## config.mk

```make
export PLATFORM = sky130hd
export DESIGN_NAME = cpu_sequencer
export DESIGN_NICKNAME = d
export VERILOG_FILES = /design/src/rtl/cpu_sequencer.sv
export SDC_FILE = /design/constraint.sdc
export NUM_CORES = 1
export LEC_CHECK = 0
export BUFFER_PORTS_ARGS = -buffer_cell sky130_fd_sc_hd__buf_2
export CAP_MARGIN = 20
export CORE_ASPECT_RATIO = 0.5
export CORE_UTILIZATION = 39
export CTS_BUF_LIST = sky130_fd_sc_hd__clkbuf_8
export CTS_CLUSTER_DIAMETER = 40
export CTS_CLUSTER_SIZE = 10
export DETAILED_ROUTE_END_ITERATION = 6
export PLACE_DENSITY = 0.6
export SLEW_MARGIN = 20
export SYNTH_ARGS = -nofsm -noshare
export SYNTH_HDL_FRONTEND = slang
export SYNTH_SLANG_ARGS = --single-unit
```

## constraint.sdc

```tcl
create_clock -name CLK -period 6.8 [get_ports CLK]
set_clock_uncertainty 0.1 [all_clocks]
set_input_delay 1.02 -clock CLK [delete_from_list [all_inputs] [get_ports CLK]]
set_output_delay 1.02 -clock CLK [all_outputs]
set_load 0.01 [all_outputs]
```

## src/rtl/cpu_sequencer.sv

```systemverilog
// Fetch/decode/execute controller for the 4-bit-address core.
// Three-state instruction cycle with timed stalls, halt and in-code reset.
module cpu_sequencer #(
    parameter int ADDR_W = 4,
    parameter int DATA_W = 8,
    parameter int CNT_W  = 8
) (
    input  logic              CLK,
    input  logic              RST,
    input  logic              RUN,
    input  logic [DATA_W-1:0] ROM_DATA,
    input  logic              ZERO_FLAG,
    output logic              PC_INC,
    output logic              PC_LD,
    output logic [ADDR_W-1:0] PC_LD_ADDR,
    output logic [DATA_W-1:0] IR,
    output logic              ACC_LD,
    output logic [2:0]        ALU_OP,
    output logic [ADDR_W-1:0] OPERAND,
    output logic              OUT_LD,
    output logic              HALTED,
    output logic              ILLEGAL,
    output logic [2:0]        STATE,
    output logic [CNT_W-1:0]  RETIRED
);

    localparam logic [2:0] S_IDLE   = 3'd0;
    localparam logic [2:0] S_FETCH  = 3'd1;
    localparam logic [2:0] S_DECODE = 3'd2;
    localparam logic [2:0] S_EXEC   = 3'd3;
    localparam logic [2:0] S_STALL  = 3'd4;
    localparam logic [2:0] S_HALT   = 3'd5;

    localparam logic [3:0] OP_NOP  = 4'h0;
    localparam logic [3:0] OP_LDI  = 4'h1;
    localparam logic [3:0] OP_ADD  = 4'h2;
    localparam logic [3:0] OP_SUB  = 4'h3;
    localparam logic [3:0] OP_AND  = 4'h4;
    localparam logic [3:0] OP_OR   = 4'h5;
    localparam logic [3:0] OP_XOR  = 4'h6;
    localparam logic [3:0] OP_JMP  = 4'h7;
    localparam logic [3:0] OP_JZ   = 4'h8;
    localparam logic [3:0] OP_OUT  = 4'h9;
    localparam logic [3:0] OP_WAIT = 4'hA;
    localparam logic [3:0] OP_HLT  = 4'hE;
    localparam logic [3:0] OP_RST  = 4'hF;

    logic [2:0]        state_q, state_d;
    logic [DATA_W-1:0] ir_q, ir_d;
    logic [CNT_W-1:0]  retired_q, retired_d;
    logic [ADDR_W-1:0] cnt_q, cnt_d;

    // EXEC-cycle controls, loaded on the DECODE edge and cleared after EXEC
    logic              inc_q, inc_d;
    logic              ld_q, ld_d;
    logic [ADDR_W-1:0] addr_q, addr_d;
    logic              acc_q, acc_d;
    logic [2:0]        alu_q, alu_d;
    logic              out_q, out_d;
    logic              ill_q, ill_d;
    logic              jz_q, jz_d;
    logic              wait_q, wait_d;
    logic              hlt_q, hlt_d;

    logic [3:0]        opcode;
    logic [ADDR_W-1:0] operand;
    logic              retire;
    logic              stall_last;

    assign opcode  = ir_q[DATA_W-1 -: 4];
    assign operand = ir_q[ADDR_W-1:0];

    always_comb begin
        inc_d  = 1'b0;
        ld_d   = 1'b0;
        addr_d = addr_q;
        acc_d  = 1'b0;
        alu_d  = 3'd0;
        out_d  = 1'b0;
        ill_d  = 1'b0;
        jz_d   = 1'b0;
        wait_d = 1'b0;
        hlt_d  = 1'b0;
        case (opcode)
            OP_NOP: inc_d = 1'b1;
            OP_LDI: begin
                acc_d = 1'b1;
                inc_d = 1'b1;
            end
            OP_ADD, OP_SUB, OP_AND, OP_OR, OP_XOR: begin
                acc_d = 1'b1;
                alu_d = opcode[2:0] - 3'd1;
                inc_d = 1'b1;
            end
            OP_JMP: begin
                ld_d   = 1'b1;
                addr_d = operand;
            end
            OP_JZ: begin
                jz_d   = 1'b1;
                addr_d = operand;
            end
            OP_OUT: begin
                out_d = 1'b1;
                inc_d = 1'b1;
            end
            OP_WAIT: begin
                wait_d = 1'b1;
                inc_d  = (operand == '0);
            end
            OP_HLT: hlt_d = 1'b1;
            OP_RST: begin
                ld_d   = 1'b1;
                addr_d = '0;
            end
            default: begin
                ill_d = 1'b1;
                inc_d = 1'b1;
            end
        endcase
    end

    assign stall_last = (state_q == S_STALL) && (cnt_q == ADDR_W'(1));

    always_comb begin
        state_d = state_q;
        ir_d    = ir_q;
        cnt_d   = cnt_q;
        retire  = 1'b0;
        case (state_q)
            S_IDLE: begin
                if (RUN) state_d = S_FETCH;
            end
            S_FETCH: begin
                ir_d    = ROM_DATA;
                state_d = S_DECODE;
            end
            S_DECODE: state_d = S_EXEC;
            S_EXEC: begin
                if (wait_q) cnt_d = operand;
                if (hlt_q) begin
                    retire  = 1'b1;
                    state_d = S_HALT;
                end else if (wait_q && (operand != '0)) begin
                    state_d = S_STALL;
                end else begin
                    retire  = 1'b1;
                    state_d = RUN ? S_FETCH : S_IDLE;
                end
            end
            S_STALL: begin
                if (stall_last) begin
                    cnt_d   = '0;
                    retire  = 1'b1;
                    state_d = RUN ? S_FETCH : S_IDLE;
                end else begin
                    cnt_d = cnt_q - ADDR_W'(1);
                end
            end
            S_HALT: state_d = S_HALT;
            default: state_d = S_IDLE;
        endcase
        retired_d = retired_q + CNT_W'(retire);
    end

    always_ff @(posedge CLK or negedge RST) begin
        if (!RST) begin
            state_q   <= S_IDLE;
            ir_q      <= '0;
            retired_q <= '0;
            cnt_q     <= '0;
        end else begin
            state_q   <= state_d;
            ir_q      <= ir_d;
            retired_q <= retired_d;
            cnt_q     <= cnt_d;
        end
    end

    always_ff @(posedge CLK or negedge RST) begin
        if (!RST) begin
            inc_q  <= 1'b0;
            ld_q   <= 1'b0;
            addr_q <= '0;
            acc_q  <= 1'b0;
            alu_q  <= 3'd0;
            out_q  <= 1'b0;
            ill_q  <= 1'b0;
            jz_q   <= 1'b0;
            wait_q <= 1'b0;
            hlt_q  <= 1'b0;
        end else if (state_q == S_DECODE) begin
            inc_q  <= inc_d;
            ld_q   <= ld_d;
            addr_q <= addr_d;
            acc_q  <= acc_d;
            alu_q  <= alu_d;
            out_q  <= out_d;
            ill_q  <= ill_d;
            jz_q   <= jz_d;
            wait_q <= wait_d;
            hlt_q  <= hlt_d;
        end else begin
            inc_q  <= 1'b0;
            ld_q   <= 1'b0;
            acc_q  <= 1'b0;
            alu_q  <= 3'd0;
            out_q  <= 1'b0;
            ill_q  <= 1'b0;
            jz_q   <= 1'b0;
            wait_q <= 1'b0;
            hlt_q  <= 1'b0;
        end
    end

    // Branch condition is resolved from the live flag during EXEC
    assign PC_INC     = inc_q | (jz_q & ~ZERO_FLAG) | stall_last;
    assign PC_LD      = ld_q | (jz_q & ZERO_FLAG);
    assign PC_LD_ADDR = addr_q;
    assign IR         = ir_q;
    assign ACC_LD     = acc_q;
    assign ALU_OP     = alu_q;
    assign OPERAND    = operand;
    assign OUT_LD     = out_q;
    assign HALTED     = (state_q == S_HALT);
    assign ILLEGAL    = ill_q;
    assign STATE      = state_q;
    assign RETIRED    = retired_q;

endmodule

```

* Yosys cells after proc, flatten, opt, wreduce, memory -nomap -nowiden
Cells that the tools add are included.
** Word-level totals
- Register bits after elaboration :: 38
- Input port bits :: 12
** Operators by class
- Add/sub/neg operators :: 3
- Equal/unequal tests :: 21
- Multiplexer cells :: 32
- Bitwise gates (word level) :: 6
- Reductions and logical operators :: 17
** Operators by type and width (count)
- $eq 4x4->1 const B :: 5
- $mux 1 :: 19
- $mux 3 :: 6
- $pmux 3 s6 :: 1
- $eq 4x3->1 const B :: 4
- $pmux 4 s2 :: 2
- $reduce_or 13->1 :: 1
- $add 8x1->8 :: 1
- $eq 4x1->1 const B :: 2
- $eq 4x2->1 const B :: 2
- $logic_not 4->1 :: 2
- $mux 4 :: 2
- $eq 3x2->1 const B :: 2
- $eq 3x3->1 const B :: 2
- $ne 2x2->1 const B :: 3
- $reduce_and 2->1 :: 3
- $reduce_or 6->1 :: 1
- $reduce_or 5->1 :: 1
- $pmux 1 s2 :: 2
- $reduce_bool 2->1 :: 2
- $reduce_bool 4->1 :: 1
- $reduce_or 2->1 :: 2
- $reduce_or 4->1 :: 1
- $sub 4x1->4 const B :: 1
- other kinds (7) :: 11

* Depth between registers and ports, before layout
- Depth in word-level cells :: 6
- Mapped depth :: 10
- Mapped depth without buffers :: 10

* Worst setup path after synthesis
Ideal clock, no wire load.
- Path type :: input-to-output
- Start :: input port ZERO_FLAG
- End :: output port PC_INC
- Data arrival time :: 1.257 ns
- Required time :: 5.680 ns
- Setup slack :: 4.423 ns
- Cell stages on the path :: 3
- Buffers on the path :: 0
- Cell sequence :: inv_1 a21oi_1 nand2_1
** On the way
- Longest elaborated chain between the ends :: 4
** Ends and longest elaborated chain
- start: declaration :: line 12 : input logic ZERO_FLAG,
- $not 1->1 :: line 217 : assign PC_INC = inc_q | (jz_q & ~ZERO_FLAG) | stall_last;
- $and 1x1->1 :: line 217
- $or 1x1->1 (2 in series) :: line 217
- end: declaration :: line 13 : output logic PC_INC,
Every way passes these cells.

* Worst setup path in the final report
- Start :: register state_q[2] (netlist: STATE[2])
- End :: output port PC_INC
** On the way
- Longest elaborated chain between the ends :: 3
** Ends and longest elaborated chain
- start: declaration :: line 48 : logic [2:0] state_q, state_d;
- start signal: assignment :: line 173 : state_q <= state_d;
- $eq 3x3->1 :: line 123 : assign stall_last = (state_q == S_STALL) && (cnt_q == ADDR_W'(1));
- $logic_and 1x1->1 :: line 123
- $or 1x1->1 :: line 217
Every way passes these cells.

==> impl_metrics.py <==
metrics = {
    "cts": {
        "root_buffer": "clkbuf_8",
        "ctsHtreeMaxLevel": 2,
        "cts_resized": 0,
        "cts_tree": "yes",
        "post_cts_buffers": 0,
        "clk_pin_slew_ns": 0.07,
        "cts_hold_buf": 0,
        "cts.path.max_buffers": 2,
        "clkSinkCount": 38,
        "clk-insertion-delay-late_ns": 0.29,
        "numCtsBuffers": 5,
    },
    "sta": {
        "slew_headroom": 0.4447,
        "rsz0062_at_grt": "no",
        "timing.final.ws_setup_ns": 4.035,
        "finalCritPeriodShare": 0.4066,
        "tightest_slew_ns": 0.8330,
        "finalSetupViolCount": 0,
        "slew_violations": 0,
        "tns_ns": 0,
        "hold_viol_final": 0,
        "min_period_ns": 2.765,
        "max_freq_mhz": 361.7,
    },
    "synth": {
        "yosys.area_share.adder": 0.06052,
        "synth.cell_area_um2": 1861,
        "synth-main-ff-cell": "dfrtp_1",
        "syn_area_per_cell_um2": 10.88,
        "yosysTopAreaCell": "dfrtp_1",
        "ys_top_cells_by_area": "dfrtp_1 51%, ha_1 6.1%, mux2_1 3.0%",
        "synthSimpleGateAreaFrac": 0.1977,
        "synth_top_family_by_area": "simple AND/OR/NAND/NOR gates",
        "synth_compound_area_frac": 0.1063,
        "synth_cells": 171,
        "ys_seq_area_frac": 0.5111,
        "synth_warnings": 0,
        "synth_xor_area_frac": 0.03295,
        "synthMuxAreaShare": 0.03564,
        "ys_types": 47,
        "synth_nets": 192,
        "synth-edff-count": 0,
        "ys_ff_latch": 38,
        "yosys.area.top_type_share": 0.5111,
        "async_reset_ff_frac": 1.000,
    },
    "pwr": {
        "power_density_nw_per_um2": 426.3,
        "leakage_nw": 1.114,
        "ir_worst_vdd_uv": 168.7,
    },
    "global_route": {
        "grt_usage": 0.1612,
        "grt_first_pass_wirelength_um": 6175,
        "antenna_found_initial": 0,
        "grt_pass1_vias": 1293,
        "grt_max_degree": 39,
        "globalRouteOverflowTotal": 0,
    },
    "setup_path": {
        "timing.rr.start": "IR[0]$_DFFE_PN0P_",
        "end_kind": "output port",
        "worst_setup_path_start_kind": "flop",
        "crit_fanout": 12,
        "reg2regPathDepth": 9,
        "crit_type": "reg2out",
        "crit_required_ns": 5.68,
        "cp_data_arrival_time_ns": 1.64,
        "r2r_end": "RETIRED[7]$_DFF_PN0_",
        "reg2reg_slack_ns": 4.48,
    },
    "worst_hold_path": {
        "hp-start": "RETIRED[7]$_DFF_PN0_",
        "whs_endpoint": "RETIRED[7]$_DFF_PN0_",
        "hold_class": "reg2reg",
        "hold_depth": 1,
    },
    "detailed_routing": {
        "ant_nets": 0,
        "avgRoutedWirePerCell_um": 12.83,
        "drc": 0,
        "routed_wl_um": 3617,
        "drt_iter0_markers": 40,
        "first_pass_iters": 3,
        "post_drt_via_cell_ratio": 4.862,
        "vias": 1371,
    },
    "finish": {
        "fin_nets": 237,
        "area_delta_synth_final_pct": 17.55,
        "drive_above_1_share": 0.2963,
        "antenna_cells": 0,
        "fill_cells": 450,
        "fin_util": 0.4873,
    },
    "place": {
        "dp_slack_ns": 4.228,
        "dp_hpwl_um": 2696,
        "port_buffers": 47,
        "gp_congestion": 0.7661,
    },
    "floorplanning": {
        "die_h_um": 50.84,
        "fp.dieW_um": 99.68,
        "start_util": 0.4146,
        "core_area_um2": 4488,
        "row_count": 17,
        "die-area_um2": 5068,
        "boundaryPins": 48,
    },
    "flow_run": {
        "drv_cap": 0,
    },
    "status": {
        "status": "completed",
    },
}
how the worst max path moves through the flow:
stage                              start     end  slack [ns]  cells after the start
floorplan                      ZERO_FLAG  PC_INC        4.42                      3
global placement               ZERO_FLAG  PC_INC        4.24                      5
detailed placement             ZERO_FLAG  PC_INC        4.23                      5
CTS                 STATE[2]$_DFFE_PN0P_  PC_INC        4.00                      4
global route        STATE[2]$_DFFE_PN0P_  PC_INC        3.87                      4
finish              STATE[2]$_DFFE_PN0P_  PC_INC        4.04                      4
metrics by stage:
| stage | power, mW | cells | instance area, um2 | hold slack [ns] |
|---|---|---|---|---|
| 2_1_floorplan | 0.6755 | 171 | 1861 | 0.4068 |
| 5_1_grt | 1.010 | 282 | 2187 | 0.3959 |
| 6_report | 0.9323 | 282 | 2187 | 0.3705 |
| 3_3_place_gp | 0.7843 | 275 | 2108 | 0.3584 |
| 3_5_place_dp | 0.7931 | 275 | 2108 | 0.3709 |
| 4_1_cts | 0.9426 | 282 | 2187 | 0.3806 |
critical path, cell delays in order (launching register included):
cell and delay, ns:
dfrtp_1 0.55, nor3b_2 0.46, nand2_1 0.15, nand2_1 0.08
buf_2 0.12
Yosys cell counts, types with 2 or more instances:
| library cell | n |
|---|---|
| a21oi_1 | 6 |
| a22o_1 | 4 |
| a311oi_1 | 2 |
| and2_1 | 4 |
| buf_2 | 2 |
| buf_4 | 5 |
| buf_6 | 2 |
| dfrtp_1 | 38 |
| ha_1 | 9 |
| inv_1 | 8 |
| mux2_1 | 5 |
| nand2_1 | 13 |
| nand2b_1 | 3 |
| nand3_1 | 7 |
| nor2_1 | 12 |
| nor2b_1 | 2 |
| nor3_1 | 6 |
| nor3b_1 | 2 |
| o21ai_1 | 6 |
| or2_1 | 2 |
| or3_1 | 2 |
| xnor2_1 | 5 |
| xor2_1 | 2 |
report_power, final:
group / total, mW / switching (mW) / leakage [nW] / internal [mW]
registers: 0.407 / 0.101 / 0.493 / 0.306
clock network: 0.147 / 0.0782 / 0.0438 / 0.0688
logic: 0.379 / 0.203 / 0.577 / 0.176
flip-flops by register name, summed over array words and instances (netlist names), 3 cells and up:
| signal | flops |
|---|---|
| IR | 8 |
| RETIRED | 8 |
| PC_LD_ADDR | 4 |
| cnt_q | 4 |
| ALU_OP | 3 |
| STATE | 3 |
cell type report:
type | instances | area, um2 | share of cell area
flip-flops and latches | 38 | 950.9 | 0.4348
multi-input cells | 115 | 805.8 | 0.3684
repair buffers | 47 | 235.2 | 0.1076
well taps | 66 | 82.58 | 0.03776
clock buffers | 5 | 68.82 | 0.03146
inverters | 9 | 33.78 | 0.01545
clock inverters | 2 | 10.01 | 0.004577
kinds of logic after synthesis:
family | after synthesis
buffers and inverters | 18
xor gates and xnor gates | 7
and+or+nand+nor | 65
DFF | 38
adders and majority gates | 9
muxes | 6
AOI/OAI and AO/OA | 28
cell usage in the layout, fill, tap and decap left out, types with 6 or more instances in the layout:
cell	Yosys	layout
nand3_1	7	7
a21oi_1	6	6
nor2_1	12	12
inv_1	8	8
o21ai_1	6	6
nor3_1	6	6
buf_2	2	47
nand2_1	13	13
ha_1	9	9
dfrtp_1	38	38
layer usage:
metal | GRT usage | part of all wire | vias up
met5 | 0 | 0 | -
met4 | 0.06863 | 0.016 | 0
met3 | 0.04514 | 0.036 | 6
met2 | 0.2425 | 0.44 | 21
met1 | 0.2195 | 0.50 | 663
li1 | - | - | 681
Power figures use the tool's default switching activity.
